==> config.mk <==
export PLATFORM = sky130hd
export DESIGN_NAME = rf_ctx_seq
export DESIGN_NICKNAME = d
export VERILOG_FILES = /design/src/rtl/rf_pkg.sv /design/src/rtl/ctx_idx_counter.sv /design/src/rtl/rf_ctx_seq.sv
export SDC_FILE = /design/constraint.sdc
export NUM_CORES = 1
export LEC_CHECK = 0
export ABC_CLOCK_PERIOD_IN_PS = 1800
export CAP_MARGIN = 20
export CORE_AREA = 2 2 62 64
export DETAILED_ROUTE_END_ITERATION = 8
export DIE_AREA = 0 0 64 66
export PLACE_DENSITY = 0.78
export SLEW_MARGIN = 30
export SYNTH_ARGS = -nofsm -noshare
export SYNTH_HDL_FRONTEND = slang
export SYNTH_SLANG_ARGS = --single-unit
==> constraint.sdc <==
create_clock -name clk -period 1.8 [get_ports clk]
set_input_delay 0.18 -clock clk [delete_from_list [all_inputs] [get_ports clk]]
set_output_delay 0.18 -clock clk [all_outputs]
set_load 0.01 [all_outputs]
==> src/rtl/rf_pkg.sv <==
// Shared definitions for the register-file context save/restore sequencer.
package rf_pkg;

  localparam int WIDTH_DEF = 16;
  localparam int NREGS_DEF = 8;
  localparam int SELW_DEF  = $clog2(NREGS_DEF);

  typedef enum logic [2:0] {
    ST_IDLE     = 3'd0,
    ST_SAVE_RD  = 3'd1,
    ST_SAVE_OUT = 3'd2,
    ST_RESTORE  = 3'd3,
    ST_DONE     = 3'd4
  } ctx_state_t;

endpackage

==> src/rtl/ctx_idx_counter.sv <==
// Register index counter for the context sequencer: clear, saturating
// increment and a flag marking the last register.
module ctx_idx_counter
  import rf_pkg::*;
#(
  parameter int NREGS = NREGS_DEF,
  parameter int SELW  = $clog2(NREGS)
) (
  input  logic            clk,
  input  logic            rst,
  input  logic            clr,
  input  logic            inc,
  output logic [SELW-1:0] idx,
  output logic            last
);

  // Index register; clear wins, and the index never steps past the last register.
  always_ff @(posedge clk or negedge rst) begin
    if (!rst) begin
      idx <= '0;
    end else if (clr) begin
      idx <= '0;
    end else if (inc && !last) begin
      idx <= idx + 1'b1;
    end
  end

  assign last = (idx == SELW'(NREGS - 1));

endmodule

==> src/rtl/rf_ctx_seq.sv <==
// Context sequencer: streams the register file out (save) or loads it from
// an input stream (restore), one register per handshake.
//
// state       | meaning
// ------------+------------------------------------------------------
// ST_IDLE     | waiting for start; mode picks save or restore
// ST_SAVE_RD  | read register idx, capture it into out_data
// ST_SAVE_OUT | out_valid held until out_ready; then next reg or done
// ST_RESTORE  | in_ready=1, each in_valid writes register idx
// ST_DONE     | one-cycle done pulse, back to idle
module rf_ctx_seq
  import rf_pkg::*;
#(
  parameter int WIDTH = WIDTH_DEF,
  parameter int NREGS = NREGS_DEF,
  parameter int SELW  = $clog2(NREGS)
) (
  input  logic             clk,
  input  logic             rst,
  input  logic             start,
  input  logic             mode,
  output logic             busy,
  output logic             done,
  output logic             err,
  output logic [SELW-1:0]  rf_read1regsel,
  input  logic [WIDTH-1:0] rf_read1data,
  output logic [SELW-1:0]  rf_writeregsel,
  output logic [WIDTH-1:0] rf_writedata,
  output logic             rf_write,
  output logic [WIDTH-1:0] out_data,
  output logic             out_valid,
  input  logic             out_ready,
  input  logic [WIDTH-1:0] in_data,
  input  logic             in_valid,
  output logic             in_ready
);

  ctx_state_t      state;
  ctx_state_t      state_nxt;
  logic [SELW-1:0] idx;
  logic            idx_last;
  logic            idx_clr;
  logic            idx_inc;
  logic            capture;

  ctx_idx_counter #(
    .NREGS (NREGS),
    .SELW  (SELW)
  ) u_idx (
    .clk  (clk),
    .rst  (rst),
    .clr  (idx_clr),
    .inc  (idx_inc),
    .idx  (idx),
    .last (idx_last)
  );

  // State register.
  always_ff @(posedge clk or negedge rst) begin
    if (!rst) begin
      state <= ST_IDLE;
    end else begin
      state <= state_nxt;
    end
  end

  // Next-state and per-state outputs; status outputs decode the state so
  // reset clears them immediately.
  always_comb begin
    state_nxt = state;
    idx_clr   = 1'b0;
    idx_inc   = 1'b0;
    capture   = 1'b0;
    busy      = 1'b0;
    done      = 1'b0;
    out_valid = 1'b0;
    in_ready  = 1'b0;
    rf_write  = 1'b0;
    case (state)
      ST_IDLE: begin
        if (start) begin
          idx_clr   = 1'b1;
          state_nxt = mode ? ST_RESTORE : ST_SAVE_RD;
        end
      end
      ST_SAVE_RD: begin
        busy      = 1'b1;
        capture   = 1'b1;
        state_nxt = ST_SAVE_OUT;
      end
      ST_SAVE_OUT: begin
        busy      = 1'b1;
        out_valid = 1'b1;
        if (out_ready) begin
          if (idx_last) begin
            state_nxt = ST_DONE;
          end else begin
            idx_inc   = 1'b1;
            state_nxt = ST_SAVE_RD;
          end
        end
      end
      ST_RESTORE: begin
        busy     = 1'b1;
        in_ready = 1'b1;
        rf_write = in_valid;
        if (in_valid) begin
          if (idx_last) begin
            state_nxt = ST_DONE;
          end else begin
            idx_inc = 1'b1;
          end
        end
      end
      ST_DONE: begin
        done      = 1'b1;
        state_nxt = ST_IDLE;
      end
      default: begin
        state_nxt = ST_IDLE;
      end
    endcase
  end

  // Save data register: loaded only from SAVE_RD so it stays stable while stalled.
  always_ff @(posedge clk or negedge rst) begin
    if (!rst) begin
      out_data <= '0;
    end else if (capture) begin
      out_data <= rf_read1data;
    end
  end

  // A start outside idle is dropped and flagged for exactly one cycle.
  always_ff @(posedge clk or negedge rst) begin
    if (!rst) begin
      err <= 1'b0;
    end else begin
      err <= start && (state != ST_IDLE);
    end
  end

  assign rf_read1regsel = idx;
  assign rf_writeregsel = idx;
  assign rf_writedata   = in_data;

endmodule

==> out/results.txt <==
Final Non-Filler Cells - 180
Yosys Warn Count - 0
Comb pwr share - 59.0%
switching power total - 0.0008999 W
I/O pins - 82
FMAX - 583.0 MHz
area delta synth->final - 37.41%
via count - 789
WL met1 - 895 um
Buffers on Ports - 49
syn avg cell area - 12.95 um2
commonest cells in the netlist - dfrtp_1 (23), buf_4 (19), mux2_4 (10), mux2_2 (7)
Die X - 64 um
hold-fix buffers at CTS - 0
antenna violation net count after detailed routing - 0
ys async rst share - 100.0%
via/cell ratio - 4.383
CP endpoint kind - output port
endpoints failing hold - 0
register bit count reported by yosys - 23
type of the worst setup path - reg2out
routability cong. - 0.7145
min-delay worst type - in2async
Clock power frac - 8.1%
Total Wirelength - 2407 um
Critical Path AT - 1.54 ns
largest net degree at the start of global routing - 24
crit path max fanout - 5
# nets final - 173
sequential element share of the synthesized area - 47.28%
core box area - 3551 um2
Peak supply drop - 0.6339 mV
synthesized area - 1217 um2
Final min period - 1.715 ns
Max H-tree Level - 1
top cells by area, synth - dfrtp_1 (47%), mux2_4 (12%), buf_4 (12%), mux2_2 (6.5%), mux2i_1 (2.5%)
Post-Place Setup Slack - 0.2079 ns
placed insts - 172
gate count after technology mapping - 94
Setup-failing EPs final - 0
# diodes - 0
Main synth FF type - dfrtp_1
Pwr Total - 0.002821 W
leakage - 0.7393 nW
worst r2r path cells - 5
full die area - 4224 um2
routed len/inst - 13.37 um
Critical Path Source Type - register
maximum buffer depth of the clock tree - 2
router iterations before antenna repair - 2
Max-Cap Viols - 0
Met3 Wirelength - 205 um
Internal - 0.001921 W
status - finished, final reports clean
pwr/cell area - 1686 nW/um2
Slew Limit Fails - 0
clk_lat worst skew - 0.30 ns
syn nets - 134
vias in the first global route - 870
FF-to-FF Start - state[0]
Top Metal Used - met4
die height - 66 um
GRT Total Usage - 11.91%
worst path cell trace - nor2_1 -> and2_2 -> clkdlybuf4s50_1
CTS tree - built
initial core utilization - 34.28%
share of cells above drive strength 1 - 27.27%
Critical-path top delay cell - clkdlybuf4s50_1
cell taking the most area after synthesis - dfrtp_1
RSZ-0062 raised after global routing - false
grt ovf - 0
skew final - 0.002940 ns
First DRT Iteration DRCs - 25
TritonCTS Sinks - 23
global-route wire length before repair - 3933 um
DR DRC count - 0
share of the synthesized area in the top cell type - 47.28%
met2 routed WL - 1293 um
Clock transition at path regs - 0.12 ns
setup TNS - 0 ns
Worst-Margin Slew - 0.2889 ns
Post-synth EDFFs - 0
CTS Buf Count - 3
initial antenna violation count - 0
most frequent cell after synthesis - dfrtp_1
Net Sw Frac - 31.90%
Largest stage delay, worst path - 0.52 ns
Rows - 22
Final WS setup - 0.08478 ns
period utilization - 95.29%
Synth cell types - 25
root buf cell - clkbuf_4
reg2reg setup slack - 0.25 ns
FF-to-FF End - u_idx.idx[0]
share of power burned in registers - 32.9%
WP data required - 1.62 ns
Rel. slew slack - 80.74%
HPWL after DPL - 1817 um
-- power groups by stage --
| stage | Sequential (W) | Clock [W] | Combinational [W] |
|---|---|---|---|
| final | 0.000928 | 0.000228 | 0.00166 |
| after global routing | 0.000967 | 0.000256 | 0.00179 |
| after CTS | 0.000932 | 0.000243 | 0.00169 |
| after detailed placement | 0.000979 | 0 | 0.00160 |
| after global placement | 0.000956 | 0 | 0.00157 |
| after floorplan | 0.00104 | 0 | 0.000861 |
-- layout make-up --
cell class / count / area [um2]
Clock buffer: 4 / 26.28
Fill cell: 311 / 1878
Inverter: 2 / 7.507
Multi-Input combinational cell: 47 / 449.2
Sequential cell: 23 / 578.1
Tap cell: 48 / 60.06
Timing Repair Buffer: 56 / 551.8
-- worst max-delay path, delay by kind of cell, from the launching register on --
| kind | cells | cell delay (ns) |
|---|---|---|
| buffers and inverters | 1 | 0.52 |
| DFF | 1 | 0.45 |
| and+or+nand+nor | 2 | 0.27 |
-- layout by cell type (no fill, tap or decap) --
| master | synthesis | layout |
|---|---|---|
| clkbuf_4 | 0 | 3 |
| buf_4 | 19 | 6 |
| buf_12 | 1 | 1 |
| dfrtp_1 | 23 | 21 |
| nor2_1 | 3 | 3 |
| ha_1 | 2 | 2 |
| nor2b_1 | 1 | 1 |
| and2_2 | 1 | 1 |
| inv_1 | 2 | 2 |
| mux2_2 | 7 | 7 |
| clkbuf_1 | 0 | 1 |
| mux2i_1 | 3 | 3 |
| clkdlybuf4s50_1 | 0 | 46 |
| nor3b_4 | 1 | 1 |
| dlygate4sd2_1 | 0 | 3 |
| mux2_4 | 10 | 10 |
| nand3b_1 | 1 | 1 |
| or4b_4 | 1 | 1 |
| dfrtp_2 | 0 | 2 |
| and3_1 | 2 | 2 |
| a21oi_1 | 4 | 4 |
| and2b_2 | 1 | 1 |
| nand2_1 | 4 | 4 |
| or2_2 | 1 | 1 |
| o21ai_0 | 1 | 1 |
| nor3b_1 | 1 | 1 |
| o31a_2 | 1 | 1 |
| or2b_2 | 1 | 1 |
| and2_1 | 1 | 1 |
-- per-stage QoR --
stage               area, um2  util (%)  hold slack (ns)
floorplan                1217         -          -0.1156
global placement         1618     45.56           0.3601
detailed placement       1618     45.56           0.3601
CTS                      1673     47.11           0.2215
global route             1673     47.11           0.2478
finish                   1673     47.11           0.2253
-- routing by layer --
| metal | global-route usage (%) | vias up |
|---|---|---|
| li1 | - | 375 |
| met1 | 11.77 | 372 |
| met2 | 22.66 | 40 |
| met3 | 4.429 | 2 |
| met4 | 4.076 | 0 |
| met5 | 0 | - |
-- repair_timing --
item,4_1_cts,5_1_grt
resized for setup,5,0
setup endpoints to repair,5,0
buffers inserted,4,0
-- sequential cells by signal (all words and copies together) (netlist names) --
signal and cells:
state 3, err 1, out_data 16, u_idx.idx 3
-- how the worst max path moves through the flow --
stage	from	end	slack [ns]	cells past startpoint
6_report	state[1]	done	0.08	3
5_1_grt	state[2]	busy	0.01	3
4_1_cts	state[1]	done	0.07	3
3_5_place_dp	state[1]	out_valid	0.21	3
3_3_place_gp	state[1]	out_valid	0.21	3
2_1_floorplan	state[2]	out_data[0]	0.38	4
-- cells by family after synthesis --
| kind of cell | synth area share, % |
|---|---|
| and+or+nand+nor | 10.69 |
| AOI/OAI and AO/OA | 2.877 |
| DFF | 47.28 |
| muxes | 21.27 |
| buffers and inverters | 15.83 |
| adders and majority gates | 2.055 |
Note: power is estimated with default switching activity, not from simulation.
